===== config.mk =====
export PLATFORM = sky130hd
export DESIGN_NAME = fetch_unit
export DESIGN_NICKNAME = d
export VERILOG_FILES = /design/src/rtl/riscv_pkg.sv /design/src/rtl/fetch_skid_buf.sv /design/src/rtl/fetch_unit.sv
export SDC_FILE = /design/constraint.sdc
export NUM_CORES = 1
export LEC_CHECK = 0
export ABC_AREA = 1
export CAP_MARGIN = 30
export CORE_AREA = 2 2 173 175
export CTS_CLUSTER_SIZE = 28
export DETAILED_ROUTE_END_ITERATION = 8
export DIE_AREA = 0 0 175 177
export GPL_ROUTABILITY_DRIVEN = 1
export GPL_TIMING_DRIVEN = 0
export PLACE_DENSITY_LB_ADDON = 0.3
export REMOVE_ABC_BUFFERS = 1
export SETUP_SLACK_MARGIN = 0.1
export SYNTH_ARGS = -nofsm -noshare
export SYNTH_HDL_FRONTEND = slang
export SYNTH_SLANG_ARGS = --single-unit
export TNS_END_PERCENT = 50

===== constraint.sdc =====
create_clock -name clk -period 11.2 [get_ports clk]
set_clock_uncertainty 0.2 [all_clocks]
set_input_delay 1.68 -clock clk [delete_from_list [all_inputs] [get_ports clk]]
set_output_delay 1.68 -clock clk [all_outputs]
set_load 0.01 [all_outputs]

===== src/rtl/riscv_pkg.sv =====
// Shared RISC-V front-end types: data width, NOP encoding, fetch FSM states.
// Latency: n/a (types only). Backpressure: n/a.
package riscv_pkg;
  localparam int XLEN = 32;
  localparam logic [XLEN-1:0] NOP_INSTR = 32'h0000_0013;

  typedef enum logic [1:0] {IDLE, RUN, STALL} fetch_state_t;

  typedef struct packed {
    logic [XLEN-1:0] pc;
    logic [XLEN-1:0] instr;
  } fetch_entry_t;
endpackage


===== src/rtl/fetch_skid_buf.sv =====
// Two-entry FIFO holding fetched {pc, instr} pairs; head presented combinationally.
// Latency: push visible at head the cycle after. Backpressure: caller never pushes when full without popping.
module fetch_skid_buf
  import riscv_pkg::*;
(
  input  logic         clk,
  input  logic         reset,
  input  logic         push,
  input  fetch_entry_t push_dat,
  input  logic         pop,
  input  logic         flush,
  output logic [1:0]   count,
  output fetch_entry_t head_dat
);

  fetch_entry_t mem [2];
  logic         rd_ptr;
  logic         wr_ptr;
  logic         do_push;
  logic         do_pop;

  assign do_pop  = pop && (count != 2'd0);
  assign do_push = push && ((count != 2'd2) || do_pop);

  always_ff @(posedge clk or negedge reset) begin
    if (!reset) begin
      rd_ptr <= 1'b0;
      wr_ptr <= 1'b0;
      count  <= 2'd0;
    end else if (flush) begin
      rd_ptr <= 1'b0;
      wr_ptr <= 1'b0;
      count  <= 2'd0;
    end else begin
      if (do_push) wr_ptr <= ~wr_ptr;
      if (do_pop)  rd_ptr <= ~rd_ptr;
      count <= count + {1'b0, do_push} - {1'b0, do_pop};
    end
  end

  // Payload storage needs no reset: count gates its visibility.
  always_ff @(posedge clk) begin
    if (do_push && !flush) mem[wr_ptr] <= push_dat;
  end

  assign head_dat = mem[rd_ptr];

endmodule


===== src/rtl/fetch_unit.sv =====
// Instruction fetch: issues pc to imem, tags and buffers returned words in a 2-deep skid buffer.
// Latency: 3 cycles reset-release to first if_valid; 3 cycles redirect to target word. Backpressure: stalls pc when buffer+in-flight reach 2.
// Optional FETCH_MISALIGN_EN adds if_misalign reporting of misaligned redirects.
module fetch_unit
  import riscv_pkg::*;
#(
  parameter logic [XLEN-1:0] RESET_PC = 32'h0000_0000,
  parameter int              PC_STEP  = 4
) (
  input  logic            clk,
  input  logic            reset,
  output logic [XLEN-1:0] imem_addr,
  output logic            imem_rw,
  output logic [XLEN-1:0] imem_data_in,
  input  logic [XLEN-1:0] imem_instr,
  input  logic            redirect_valid,
  input  logic [XLEN-1:0] redirect_pc,
  output logic            if_valid,
  input  logic            if_ready,
  output logic [XLEN-1:0] if_pc,
  output logic [XLEN-1:0] if_instr
`ifdef FETCH_MISALIGN_EN
  ,
  output logic            if_misalign
`endif
);

  fetch_state_t    state, state_nxt;
  logic [XLEN-1:0] pc, pc_nxt;
  logic            inflight_vld, inflight_nxt;
  logic [XLEN-1:0] inflight_pc, inflight_pc_nxt;
  logic            redirect, redir_bad, issue, push, pop, fifo_vld, mis_hold;
  logic [1:0]      fifo_count, occ_nxt;
  logic [XLEN-1:0] redir_tgt;
  fetch_entry_t    head;

  assign redirect  = redirect_valid && (state != IDLE);
  assign redir_tgt = redirect_pc & ~32'h3;
  assign fifo_vld  = (fifo_count != 2'd0);
  assign pop       = fifo_vld && if_ready && !mis_hold;
  assign push      = inflight_vld && !redirect;
  // STALL only lets a new request out when a pop frees an entry this cycle.
  assign issue     = !redirect && !mis_hold &&
                     ((state == RUN) || ((state == STALL) && pop));
  assign occ_nxt   = fifo_count + {1'b0, push} - {1'b0, pop} + {1'b0, inflight_nxt};

`ifdef FETCH_MISALIGN_EN
  logic [XLEN-1:0] mis_pc;
  assign redir_bad = redirect && (redirect_pc[1:0] != 2'b00);

  always_ff @(posedge clk or negedge reset) begin
    if (!reset) begin
      mis_hold <= 1'b0;
      mis_pc   <= '0;
    end else if (redirect) begin
      mis_hold <= redir_bad;
      mis_pc   <= redirect_pc;
    end
  end

  assign if_misalign = mis_hold;
  assign if_valid    = mis_hold || fifo_vld;
  assign if_pc       = mis_hold ? mis_pc : (fifo_vld ? head.pc : '0);
  assign if_instr    = (!mis_hold && fifo_vld) ? head.instr : NOP_INSTR;
`else
  assign redir_bad = 1'b0;
  assign mis_hold  = 1'b0;
  assign if_valid  = fifo_vld;
  assign if_pc     = fifo_vld ? head.pc : '0;
  assign if_instr  = fifo_vld ? head.instr : NOP_INSTR;
`endif

  always_comb begin
    state_nxt       = state;
    pc_nxt          = pc;
    inflight_nxt    = 1'b0;
    inflight_pc_nxt = inflight_pc;
    case (state)
      IDLE: state_nxt = RUN;
      default: begin
        if (redirect) begin
          // A misaligned target parks the unit with pc untouched.
          pc_nxt    = redir_bad ? pc : redir_tgt;
          state_nxt = RUN;
        end else begin
          if (issue) begin
            pc_nxt          = pc + XLEN'(PC_STEP);
            inflight_nxt    = 1'b1;
            inflight_pc_nxt = pc;
          end
          state_nxt = (occ_nxt == 2'd2) ? STALL : RUN;
        end
      end
    endcase
  end

  always_ff @(posedge clk or negedge reset) begin
    if (!reset) begin
      state        <= IDLE;
      pc           <= RESET_PC;
      inflight_vld <= 1'b0;
      inflight_pc  <= '0;
    end else begin
      state        <= state_nxt;
      pc           <= pc_nxt;
      inflight_vld <= inflight_nxt;
      inflight_pc  <= inflight_pc_nxt;
    end
  end

  fetch_skid_buf u_skid (
    .clk      (clk),
    .reset    (reset),
    .push     (push),
    .push_dat ({inflight_pc, imem_instr}),
    .pop      (pop),
    .flush    (redirect),
    .count    (fifo_count),
    .head_dat (head)
  );

  assign imem_addr    = {2'b00, pc[XLEN-1:2]};
  assign imem_rw      = 1'b1;
  assign imem_data_in = '0;

endmodule


Yosys cells after proc, flatten, opt, wreduce, memory -nomap -nowiden
Memories as Yosys holds them, arrays and structs flattened.
Index checks and enable logic that the tools add are counted.
{"block": "op_classes", "reduce_logical": 19, "eq_ne": 4, "n_mux": 17, "addsub": 6, "n_bitwise": 4}
{"operator": "$mux 32", "n": 4}
{"operator": "$add 32x3->32 const B", "n": 1}
{"operator": "$reduce_bool 2->1", "n": 5}
{"operator": "$mux 1", "n": 9}
{"operator": "$logic_and 1x1->1", "n": 8}
{"operator": "$mux 2", "n": 4}
{"operator": "$add 2x1->2", "n": 3}
{"operator": "$eq 2x2->1 const B", "n": 2}
{"operator": "$not 1->1", "n": 4}
{"operator": "$sub 2x1->2", "n": 2}
{"operator": "$reduce_and 3->1", "n": 1}
{"operator": "$eq 2x1->1 const B", "n": 1}
{"operator": "$logic_not 2->1", "n": 1}
{"operator": "$logic_or 1x1->1", "n": 2}
{"operator": "$ne 2x2->1 const B", "n": 1}
{"operator": "$reduce_and 2->1", "n": 1}
{"operator": "$logic_not 1->1", "n": 1}
{"block": "totals", "n_memories": 1, "out_inout_bits": 130, "inputBits": 68, "ff_bits": 71, "ramBits": 128, "elab_cells": 58}
{"name": "u_skid.mem", "words": 2, "word_bits": 64, "rd": 1, "rd_clocked_by_memory_dff": 0, "wr": 1, "line": "fetch_skid_buf.sv:16", "text": "fetch_entry_t mem [2];"}

Logic depth before layout (Yosys ltp)
Gate-level depths: netlist of run 1.
{"block": "logic_depth", "word_depth": 13, "ltp_mapped": 11, "ltp_nobuf": 11}

Cells and area by module
From an unflattened synthesis of run 1, not the netlist that was laid out.
{"block": "unflattened", "hier_cells": 1049, "area_unflattened_um2": 9364.0}
{"mod": "fetch_skid_buf", "cells_per_inst": 371, "n_inst": 1, "area_each_um2": 4951.0}
{"mod": "fetch_unit", "cells_per_inst": 678, "n_inst": 1, "area_each_um2": 4413.0}

Worst setup path after synthesis of run 1
No wires, ideal clock.
{"block": "synth_path", "path_type": "input -> register", "from": "input port redirect_valid", "to": "memory u_skid.mem[1][0] in the netlist's numbering, enable pin", "setup_time_ns": 0.482, "slack_ns": 5.681, "t_arrival_ns": 4.838, "cell_stages": 7, "cell_sequence": "inv_1 > nor2_2 > inv_2 > nand2_1 > a31oi_1 > inv_1 > nor2_1"}
{"block": "synth_via", "elab_chain_cells": 7}
{"element": "start: declaration", "line": "fetch_unit.sv:16", "text": "input logic redirect_valid,"}
{"element": "$logic_and 1x1->1 (*)", "line": "fetch_unit.sv:37", "text": "assign redirect = redirect_valid && (state != IDLE);"}
{"element": "$logic_not 1->1 (*)", "line": "fetch_skid_buf.sv:43, fetch_unit.sv:41"}
{"element": "$logic_and 1x1->1", "line": "fetch_unit.sv:41", "text": "assign push = inflight_vld && !redirect;"}
{"element": "$logic_and 1x1->1", "line": "fetch_skid_buf.sv:23", "text": "assign do_push = push && ((count != 2'd2) || do_pop);"}
{"element": "$logic_and 1x1->1 (*)", "line": "fetch_skid_buf.sv:43", "text": "if (do_push && !flush) mem[wr_ptr] <= push_dat;"}
{"element": "$mux 1 (*)", "line": "fetch_skid_buf.sv:43"}
{"element": "$mux 1 (not written as such) (*)", "line": "fetch_skid_buf.sv:43"}
{"element": "end: declaration", "line": "fetch_skid_buf.sv:16"}
Mark *: on every way between the ends. The rest lies on a longest branch, timed or not.

Final worst setup path of run 1
{"block": "layout_path", "from": "input port redirect_valid", "to": "register state[0]"}
{"block": "layout_via", "elab_chain_cells": 11, "elab_cells_between_ends": 14, "classes_between": "3 x add/sub; 1 x eq/ne; 6 x mux; 4 x reduce/logical"}
{"element": "$logic_and 1x1->1 (*)", "line": "fetch_unit.sv:37"}
{"element": "$logic_not 1->1", "line": "fetch_unit.sv:43", "text": "assign issue = !redirect && !mis_hold &&"}
{"element": "$logic_and 1x1->1", "line": "fetch_unit.sv:43"}
{"element": "$mux 1", "line": "fetch_unit.sv:86", "text": "if (issue) begin"}
{"element": "$mux 1 (*)", "line": "fetch_unit.sv:81", "text": "if (redirect) begin"}
{"element": "$mux 1 (*)", "line": "fetch_unit.sv:78", "text": "case (state)"}
{"element": "named net inflight_nxt", "line": "fetch_unit.sv:30", "text": "logic inflight_vld, inflight_nxt;"}
{"element": "$add 2x1->2 (*)", "line": "fetch_unit.sv:45", "text": "assign occ_nxt = fifo_count + {1'b0, push} - {1'b0, pop} + {1'b0, inflight_nxt};"}
{"element": "$eq 2x2->1 (*)", "line": "fetch_unit.sv:91", "text": "state_nxt = (occ_nxt == 2'd2) ? STALL : RUN;"}
{"element": "$mux 2 (*)", "line": "fetch_unit.sv:91"}
{"element": "$mux 2 (*)", "line": "fetch_unit.sv:81"}
{"element": "$mux 2 (*)", "line": "fetch_unit.sv:78"}
{"element": "named net state_nxt[0]", "line": "fetch_unit.sv:28", "text": "fetch_state_t state, state_nxt;"}
{"element": "end signal: assignment", "line": "fetch_unit.sv:104", "text": "state <= state_nxt;"}
{"element": "end: declaration", "line": "fetch_unit.sv:28"}
Mark *: on every way through the listed nets, which the timed path passes. The rest lies on a longest branch.
A chain may end at the register's enable or synchronous reset.

==> impl_metrics.env, run 1 <==
export IMPL_status="completed"
export IMPL_clk_latency_ps=440
export IMPL_p_sw_share_pct=37.6
export IMPL_r2r_slack_ps=7430
export IMPL_drive_gt1_share_pct=7.15
export IMPL_critPathLaunchType="input port"
export IMPL_row_count=63
export IMPL_n_antenna_cell=0
export IMPL_antenna_found_initial=0
export IMPL_grt_pass1_vias=5992
export IMPL_worstPathCellList="clkdlybuf4s50_1, inv_1, nor2_2, inv_2, nand2_2, buf_12, inv_2, fa_1, xnor2_1, xor2_1, nor3_1, o21ai_0"
export IMPL_root_buffer="clkbuf_16"
export IMPL_hold_path_class="reg2reg"
export IMPL_r2r_end="state[0]$_DFF_PN0_"
export IMPL_rr_startpoint="state[1]$_DFF_PN0_"
export IMPL_seq_area_um2=5400
export IMPL_synthTopCellsByArea="edfxtp_1 43%, dfrtp_1 19%, nand2_1 13%"
export IMPL_clockPowerShare_pct=21.4
export IMPL_gp_congestion=0.810
export IMPL_finalCriticalPeriod_ps=5110
export IMPL_seq_area_frac_synth_pct=62.5
export IMPL_crit_start="redirect_valid"
export IMPL_cts_resized_gates=0
export IMPL_cts_max_path_buffers=2
export IMPL_slowest_delay_ps=580
export IMPL_yosysTopAreaCell="edfxtp_1"
export IMPL_postCtsSetupBuffers=0
export IMPL_seqPwrFrac_pct=41.6
export IMPL_rsz0062_at_grt="no"
export IMPL_design_area_um2=11200
export IMPL_slew_headroom_pct=40.6
export IMPL_fin_hold_ws_ps=273
export IMPL_ir_worst_vdd_v=0.0000999
export IMPL_ioPinCount=198
export IMPL_die_area_um2=31000
export IMPL_syn_area_per_cell_um2=9.72
export IMPL_ys_flop_type="edfxtp_1"
export IMPL_finalSetupTns_ps=0
export IMPL_synth_edff_count=124
export IMPL_setup_viol=0
export IMPL_vias=6262
export IMPL_cts_buffers_inserted=17
export IMPL_cp_data_arrival_time_ps=5260
export IMPL_io_buffers=158
export IMPL_core_um2=29200
export IMPL_async_flop_share_pct=35.1
export IMPL_period_share_pct=45.7
export IMPL_clk_pin_slew_ps=70
export IMPL_ys_types=33
export IMPL_final_instance_count_excl_fill=1439
export IMPL_place_ws_ps=5550
export IMPL_critPathRequiredTime_ps=11350
export IMPL_drt_first_pass_iters=6
export IMPL_remaining_drc_errors=0
export IMPL_ant_nets=0
export IMPL_nFillCells=2885
export IMPL_switchingPower_mw=1.05
export IMPL_cp_max_fo=52
export IMPL_rr_worst_depth=11
export IMPL_yosys_top_cells_count="302 x nand2_1, 124 x edfxtp_1, 67 x dfrtp_1"
export IMPL_htreeDepth=4
export IMPL_dpl_cell_area_um2=10600
export IMPL_dp_cells=1407
export IMPL_syn_to_final_growth_pct=29.2
export IMPL_setup_slack_ps=6090
export IMPL_hold_viol_final=0
export IMPL_grt_max_degree=63
export IMPL_first_iter_violations=363
export IMPL_slew_violations=0
export IMPL_fin_nets=1109
export IMPL_p_leak_nw=4.45
export IMPL_maxCapViolations=0
export IMPL_max_freq_mhz=196
export IMPL_crit_type="in2reg"
export IMPL_synth_seq_cells=191
export IMPL_crit_slowest_cell="nor2_2"
export IMPL_end_kind="flip-flop"
export IMPL_cellInternalPower_mw=1.74
export IMPL_netlist_area_um2=8640
export IMPL_synth_top_cell_area_share_pct=43.1
export IMPL_multiInputGateArea_um2=2700
export IMPL_clock_sink_count=191
export IMPL_crit_end="state[0]$_DFF_PN0_"
export IMPL_start_util_pct=29.5
export IMPL_tritoncts="done"
export IMPL_worst_slew_pin_slew_ps=891
export IMPL_track_usage_pct=14.2
export IMPL_overflow=0
export IMPL_grt_pass1_wl_mm=33.6
export IMPL_wl_per_cell_um=14.9
export IMPL_cts_hold_buffers=0
export IMPL_cpMostUsedCell="inv_2"
export IMPL_combPwrFrac_pct=36.9
export IMPL_wl_mm=21.4
export IMPL_ys_warn_count=0
export IMPL_die_height_um=177
export IMPL_hpwl_mm=14.7
export IMPL_power_density_nw_per_um2=250
export IMPL_synth_cells=888
export IMPL_synth_most_common_cell="nand2_1"
export IMPL_avgViaCountPerCell=4.35
export IMPL_die_width_um=175
==> metrics by stage <==
stage               util [%]  power (mW)
global placement        35.5        2.19
detailed placement      36.1        2.23
floorplan                  -        1.66
finish                  38.1        2.79
global route            38.1        3.00
CTS                     38.1        2.84
==> worst max-delay path, delay by kind of cell <==
family                   cells  cell delay, ps
AO/OA/AOI/OAI                1             110
buffers and inverters        5            1540
adder cells (fa/ha/maj)      1             450
AND/OR/NAND/NOR              3            1030
XOR/XNOR                     2             410
==> per-layer routing <==
metal	share of wire, %	vias to the layer above	wire length, um	global-route usage (%)
met5	0	-	0	0
met4	1.1	0	240	4.27
met3	3.5	17	746	2.73
met2	49	134	10500	23.4
met1	46	2956	9930	19.0
li1	-	3155	-	-
==> cell type report <==
class                   count  area share [%]
multi-input cells         598            24.2
clock inverters            15            1.44
repair buffers            166            15.7
well taps                 390            4.37
inverters                  62            2.11
clock buffers              17            3.81
flip-flops and latches    191            48.4
==> kinds of logic (layout without fill, tap and decap cells) <==
logic type,Yosys count,after routing,share of synthesized area (%)
xor+xnor,7,7,0.710
fa+ha+maj,5,5,0.811
flops,191,191,62.5
other cells,2,37,0.0870
buf+inv,134,260,7.84
simple gates,422,422,20.2
compound gates,127,127,7.78
==> flip-flops by register name, indices dropped and copies added (netlist names) <==
| register | cells |
|---|---|
| u_skid.wr_ptr | 1 |
| u_skid.count | 2 |
| inflight_pc | 30 |
| u_skid.mem | 124 |
| pc | 30 |
| inflight_vld | 1 |
| state | 2 |
| u_skid.rd_ptr | 1 |
==> power by group through the flow <==
| stage | Clock [mW] | Sequential, mW | Combinational, mW |
|---|---|---|---|
| after detailed placement | 0 | 1.18 | 1.05 |
| after global routing | 0.645 | 1.20 | 1.15 |
| final | 0.599 | 1.16 | 1.03 |
| after floorplan | 0 | 1.16 | 0.496 |
| after global placement | 0 | 1.20 | 0.992 |
| after CTS | 0.618 | 1.17 | 1.05 |
==> placed cells by master, fill, tap and decap left out, types with 4 or more instances in the layout <==
cell type and count:
nand2_1 302, clkdlybuf4s50_1 157, edfxtp_1 124, dfrtp_1 66
a21oi_1 65, inv_1 57, nand3_1 47, o21ai_0 43
nor2_1 42, conb_1 37, clkbuf_16 17, nor2_2 7
or2_2 7, inv_6 7, buf_12 7, o21ai_1 6
o21ai_2 6, xor2_1 5, nand4_1 5, inv_2 4
o211ai_1 4, ha_1 4, inv_8 4
==> how the worst min path moves through the flow <==
| stage | from | endpoint | slack (ps) | cells past startpoint |
|---|---|---|---|---|
| after floorplan | inflight_pc[2]$_DFFE_PN0P_ | u_skid.mem[0][34]$_DFFE_PP_ | 240 | 0 |
| after global placement | inflight_pc[12]$_DFFE_PN0P_ | u_skid.mem[0][44]$_DFFE_PP_ | 250 | 0 |
| after detailed placement | inflight_pc[25]$_DFFE_PN0P_ | u_skid.mem[0][57]$_DFFE_PP_ | 250 | 0 |
| after CTS | inflight_pc[25]$_DFFE_PN0P_ | u_skid.mem[0][57]$_DFFE_PP_ | 270 | 0 |
| after global routing | inflight_pc[12]$_DFFE_PN0P_ | u_skid.mem[0][44]$_DFFE_PP_ | 280 | 0 |
| final | inflight_pc[25]$_DFFE_PN0P_ | u_skid.mem[0][57]$_DFFE_PP_ | 270 | 0 |
(Power assumes the default switching activity.)
==> run 2, diff against run 1 <==
==> constraint.sdc (replaced) <==
create_clock -name clk -period 5.12 [get_ports clk]
set_clock_uncertainty 0.2 [all_clocks]
set_input_delay 0.768 -clock clk [delete_from_list [all_inputs] [get_ports clk]]
set_output_delay 0.768 -clock clk [all_outputs]
set_load 0.01 [all_outputs]
==> run 2 against run 1 <==
Critical path depth unchanged. Clock power increased by 120%. Combinational power is 120% higher. Sequential power grew 120%. Register-to-register slack worse by 6100 ps. Sequential share of layout area is essentially flat. Via count about the same. Core utilization about the same. Setup slack got worse by 5200 ps. Sequential cell count unchanged. Die area unchanged.
==> impl_metrics.env, run 2 (synthesis gave the netlist of run 1 again) <==
export IMPL_critPathLaunchType="input port"
export IMPL_final_cell_mix="302 x nand2_1, 157 x clkdlybuf4s50_1, 124 x edfxtp_1, 66 x dfrtp_1, 65 x a21oi_1"
export IMPL_hold_path_end="u_skid.mem[0][57]$_DFFE_PP_"
export IMPL_maxCapViolations=0
export IMPL_overflow=0
export IMPL_power_total_mw=6.11
export IMPL_fin_nets=1110
export IMPL_multiInputGateArea_um2=2700
export IMPL_wl_per_cell_um=14.9
export IMPL_antenna_found_initial=0
export IMPL_ir_worst_vdd_v=0.000219
export IMPL_core_um2=29200
export IMPL_place_ws_ps=379
export IMPL_final_util_pct=38.2
export IMPL_wl_mm=21.5
export IMPL_cts_max_path_buffers=2
export IMPL_vias=6266
export IMPL_avgViaCountPerCell=4.35
export IMPL_die_width_um=175
export IMPL_drive_gt1_share_pct=7.14
export IMPL_largest_reg_flops=124
export IMPL_fin_hold_ws_ps=273
export IMPL_track_usage_pct=14.2
export IMPL_p_leak_nw=4.45
export IMPL_slew_violations=0
export IMPL_die_area_um2=31000
export IMPL_holdPathStages=0
export IMPL_grt_max_degree=63
export IMPL_setup_viol=0
export IMPL_end_kind="flip-flop"
export IMPL_max_freq_mhz=238
export IMPL_drt_first_pass_iters=5
export IMPL_nFillCells=2884
export IMPL_r2r_end="state[0]$_DFF_PN0_"
export IMPL_layout_commonest_cell="nand2_1"
export IMPL_worst_slew_pin_slew_ps=886
export IMPL_min_delay_start="inflight_pc[25]$_DFFE_PN0P_"
export IMPL_cts_buffers_inserted=17
export IMPL_first_iter_violations=343
export IMPL_critPathRequiredTime_ps=5270
export IMPL_largest_register="u_skid.mem"
export IMPL_period_share_pct=82.2
export IMPL_grt_pass1_wl_mm=33.6
export IMPL_remaining_drc_errors=0
export IMPL_r2r_slack_ps=1340
export IMPL_start_util_pct=29.5
export IMPL_setup_slack_ps=912
export IMPL_hold_viol_final=0
export IMPL_clock_sink_count=191
export IMPL_rsz0062_at_grt="no"
export IMPL_crit_type="in2reg"
export IMPL_die_height_um=177
export IMPL_status="completed"
export IMPL_hpwl_mm=14.7
export IMPL_syn_to_final_growth_pct=29.3
export IMPL_largestRegisters="u_skid.mem (124), inflight_pc (30), pc (30)"
export IMPL_io_buffers=158
export IMPL_rr_startpoint="state[1]$_DFF_PN0_"
export IMPL_ioPinCount=198
export IMPL_seq_area_um2=5400
export IMPL_ant_nets=0
export IMPL_row_count=63
export IMPL_hold_path_class="reg2reg"
export IMPL_cp_max_fo=52
export IMPL_finalCriticalPeriod_ps=4210
export IMPL_htreeDepth=4
export IMPL_grt_pass1_vias=5998
export IMPL_gp_congestion=0.810
export IMPL_power_density_nw_per_um2=548
export IMPL_cp_data_arrival_time_ps=4360
export IMPL_slew_headroom_pct=41.0
export IMPL_n_antenna_cell=0
export IMPL_rr_worst_depth=11
export IMPL_clk_pin_slew_ps=70
export IMPL_clk_latency_ps=440
export IMPL_tritoncts="done"
export IMPL_finalSetupTns_ps=0
export IMPL_root_buffer="clkbuf_16"
==> run 2: cell count changes in the layout (fill, tap and decap cells not counted) <==
cell / previous run / this run
dlygate4sd3_1: 0 / 1
==> run 2: what timing repair did <==
item,in CTS,in global routing
resized for setup,0,0
setup buffers,0,0
hold buffers,1,0
hold endpoints to repair,16,0
==> run 2: final cells by class <==
class,instances,share of cell area [%]
clock buffers,17,3.81
clock inverters,15,1.43
inverters,62,2.11
multi-input cells,598,24.2
flip-flops and latches,191,48.4
well taps,390,4.37
repair buffers,167,15.7
==> run 2: worst max-delay path by stage <==
stage | depth (start not counted) | end | start | slack [ps]
floorplan | 7 | u_skid.mem[1][0]$_DFFE_PP_ | redirect_valid | 70
detailed placement | 12 | state[0]$_DFF_PN0_ | redirect_valid | 380
CTS | 12 | state[0]$_DFF_PN0_ | redirect_valid | 840
global placement | 8 | u_skid.mem[1][13]$_DFFE_PP_ | redirect_valid | -2820
finish | 12 | state[0]$_DFF_PN0_ | redirect_valid | 910
global route | 12 | state[0]$_DFF_PN0_ | redirect_valid | 540
==> run 2: routing by layer <==
metal  global-route usage, %  wire [um]  part of all wire [%]
met5                       0          0                     0
met4                    4.27        239                   1.1
met3                    2.73        759                   3.5
met2                    23.5      10600                    49
met1                    19.0       9910                    46
==> run 2: per-stage QoR <==
step                instances  instance area, um^2
finish                   1440                11200
global route             1440                11200
CTS                      1440                11200
detailed placement       1407                10600
global placement         1399                10400
floorplan                 851                 8320
==> run 2: where the power goes <==
group | switching (mW) | total (mW) | internal [mW]
Clock | 0.657 | 1.32 | 0.658
Combinational | 1.28 | 2.26 | 0.979
Sequential | 0.366 | 2.54 | 2.18
==> run 2: worst max-delay path: stages <==
cell	delay, ps
clkdlybuf4s50_1	490
inv_1	50
nor2_2	580
inv_2	550
nand2_2	390
buf_12	270
inv_2	170
fa_1	450
xnor2_1	190
xor2_1	220
nor3_1	60
o21ai_0	110
==> run 3, diff against run 2 <==
==> constraint.sdc (replaced) <==
create_clock -name clk -period 3.85 [get_ports clk]
set_clock_uncertainty 0.2 [all_clocks]
set_input_delay 0.5775 -clock clk [delete_from_list [all_inputs] [get_ports clk]]
set_output_delay 0.5775 -clock clk [all_outputs]
set_load 0.01 [all_outputs]
==> run 3 against run 2 <==
Non-clock buffer count unchanged. Critical path depth is 6 lower. Worst hold slack about the same. Design area increased by 0.20%. Cell count did not move. Critical path type is now reg2out. Clock-buffer cell count did not move. Largest cell class unchanged. Register-to-register slack got worse by 760 ps. Routed wire length hardly changed.
==> impl_metrics.env, run 3 (synthesis gave the netlist of run 1 again) <==
export IMPL_holdPathStages=0
export IMPL_grt_pass1_vias=5987
export IMPL_drt_first_pass_iters=5
export IMPL_cp_data_arrival_time_ps=2840
export IMPL_ir_worst_vdd_v=0.000291
export IMPL_switchingPower_mw=3.06
export IMPL_critPathRequiredTime_ps=3070
export IMPL_die_area_um2=31000
export IMPL_status="completed"
export IMPL_io_buffers=158
export IMPL_cts_buffers_inserted=17
export IMPL_final_cell_mix="302 x nand2_1, 157 x clkdlybuf4s50_1, 124 x edfxtp_1, 66 x dfrtp_1, 63 x a21oi_1"
export IMPL_crit_type="reg2out"
export IMPL_p_sw_share_pct=37.6
export IMPL_wl_per_cell_um=14.9
export IMPL_cts_max_path_buffers=2
export IMPL_finalCriticalPeriod_ps=3620
export IMPL_end_kind="primary output"
export IMPL_wl_mm=21.5
export IMPL_hold_viol_final=0
export IMPL_combPwrFrac_pct=37.0
export IMPL_overflow=0
export IMPL_clockPowerShare_pct=21.4
export IMPL_die_height_um=177
export IMPL_setup_slack_ps=235
export IMPL_track_usage_pct=14.2
export IMPL_remaining_drc_errors=0
export IMPL_max_freq_mhz=277
export IMPL_first_iter_violations=341
export IMPL_tritoncts="done"
export IMPL_rsz0062_at_grt="yes"
export IMPL_min_delay_start="inflight_pc[25]$_DFFE_PN0P_"
export IMPL_setup_viol=0
export IMPL_gp_congestion=0.810
export IMPL_ioPinCount=198
export IMPL_root_buffer="clkbuf_16"
export IMPL_layout_commonest_cell="nand2_1"
export IMPL_design_area_um2=11200
export IMPL_worst_slew_pin_slew_ps=887
export IMPL_die_width_um=175
export IMPL_r2r_end="state[0]$_DFF_PN0_"
export IMPL_cp_max_fo=35
export IMPL_final_instance_count_excl_fill=1440
export IMPL_slew_violations=0
export IMPL_place_ws_ps=-701
export IMPL_clk_pin_slew_ps=90
export IMPL_critPathLaunchType="flip-flop"
export IMPL_vias=6276
export IMPL_row_count=63
export IMPL_grt_max_degree=63
export IMPL_ant_nets=0
export IMPL_antenna_found_initial=0
export IMPL_seqPwrFrac_pct=41.6
export IMPL_period_share_pct=93.9
export IMPL_grt_pass1_wl_mm=33.6
export IMPL_largest_reg_flops=124
export IMPL_core_um2=29200
export IMPL_fin_nets=1110
export IMPL_r2r_slack_ps=580
export IMPL_postCtsSetupBuffers=0
export IMPL_clock_sink_count=191
export IMPL_clk_latency_ps=440
export IMPL_syn_to_final_growth_pct=29.5
export IMPL_htreeDepth=4
export IMPL_rr_startpoint="state[1]$_DFF_PN0_"
export IMPL_largest_register="u_skid.mem"
export IMPL_slew_headroom_pct=40.9
export IMPL_drive_gt1_share_pct=7.33
export IMPL_avgViaCountPerCell=4.36
export IMPL_hold_path_class="reg2reg"
export IMPL_maxCapViolations=0
export IMPL_hpwl_mm=14.7
export IMPL_hold_path_end="u_skid.mem[0][57]$_DFFE_PP_"
export IMPL_power_density_nw_per_um2=727
export IMPL_start_util_pct=29.5
export IMPL_n_antenna_cell=0
export IMPL_dp_cells=1407
export IMPL_cellInternalPower_mw=5.08
export IMPL_p_leak_nw=4.46
export IMPL_largestRegisters="u_skid.mem (124), inflight_pc (30), pc (30)"
export IMPL_fin_hold_ws_ps=273
export IMPL_dpl_cell_area_um2=10600
export IMPL_rr_worst_depth=11
## run 3: cell type report
class	instances	area [um^2]
Clock buffer	17	425
Clock inverter	15	160
Fill cell	2882	18100
Inverter	62	243
Multi-Input combinational cell	598	2710
Sequential cell	191	5400
Tap cell	390	488
Timing Repair Buffer	167	1760
## run 3: what timing repair did
item	in CTS	in global routing
gates resized for setup	5	2
hold endpoints to repair	16	0
setup endpoints to repair	37	5
hold buffers	1	0
cloned	0	0
## run 3: through the flow
stage | setup TNS (ps) | utilization, % | power, mW
CTS | 0 | 38.2 | 8.26
detailed placement | -10520 | 36.1 | 6.48
global placement | -461050 | 35.5 | 6.37
floorplan | -62790 | - | 4.82
global route | 0 | 38.3 | 8.73
finish | 0 | 38.3 | 8.14
## run 3: worst max-delay path by stage
stage | start | to | depth (start not counted)
detailed placement | redirect_valid | state[0]$_DFF_PN0_ | 12
CTS | u_skid.rd_ptr$_DFFE_PN0P_ | if_pc[14] | 6
finish | u_skid.rd_ptr$_DFFE_PN0P_ | if_pc[12] | 6
global placement | redirect_valid | u_skid.mem[1][13]$_DFFE_PP_ | 8
global route | u_skid.rd_ptr$_DFFE_PN0P_ | if_pc[11] | 6
floorplan | redirect_valid | u_skid.mem[1][0]$_DFFE_PP_ | 7
## run 3: critical path: stages (launching register included)
cell and delay, ps:
dfrtp_4 650, buf_12 260, inv_6 220, buf_12 250
nand2_1 70, a21oi_1 310, clkdlybuf4s50_1 610
## run 3: layer usage
| metal | track usage (%) | up-vias | routed length [um] | share of wire (%) |
|---|---|---|---|---|
| met3 | 2.73 | 17 | 798 | 3.7 |
| met5 | 0 | - | 0 | 0 |
| met2 | 23.5 | 137 | 10500 | 49 |
| met4 | 4.27 | 0 | 240 | 1.1 |
| li1 | - | 3156 | - | - |
| met1 | 19.0 | 2966 | 9900 | 46 |
## run 3: power groups by stage
| stage | Sequential, mW | Clock [mW] | Combinational (mW) |
|---|---|---|---|
| floorplan | 3.37 | 0 | 1.44 |
| global placement | 3.49 | 0 | 2.89 |
| detailed placement | 3.43 | 0 | 3.05 |
| CTS | 3.39 | 1.80 | 3.07 |
| global route | 3.49 | 1.88 | 3.37 |
| finish | 3.38 | 1.75 | 3.01 |
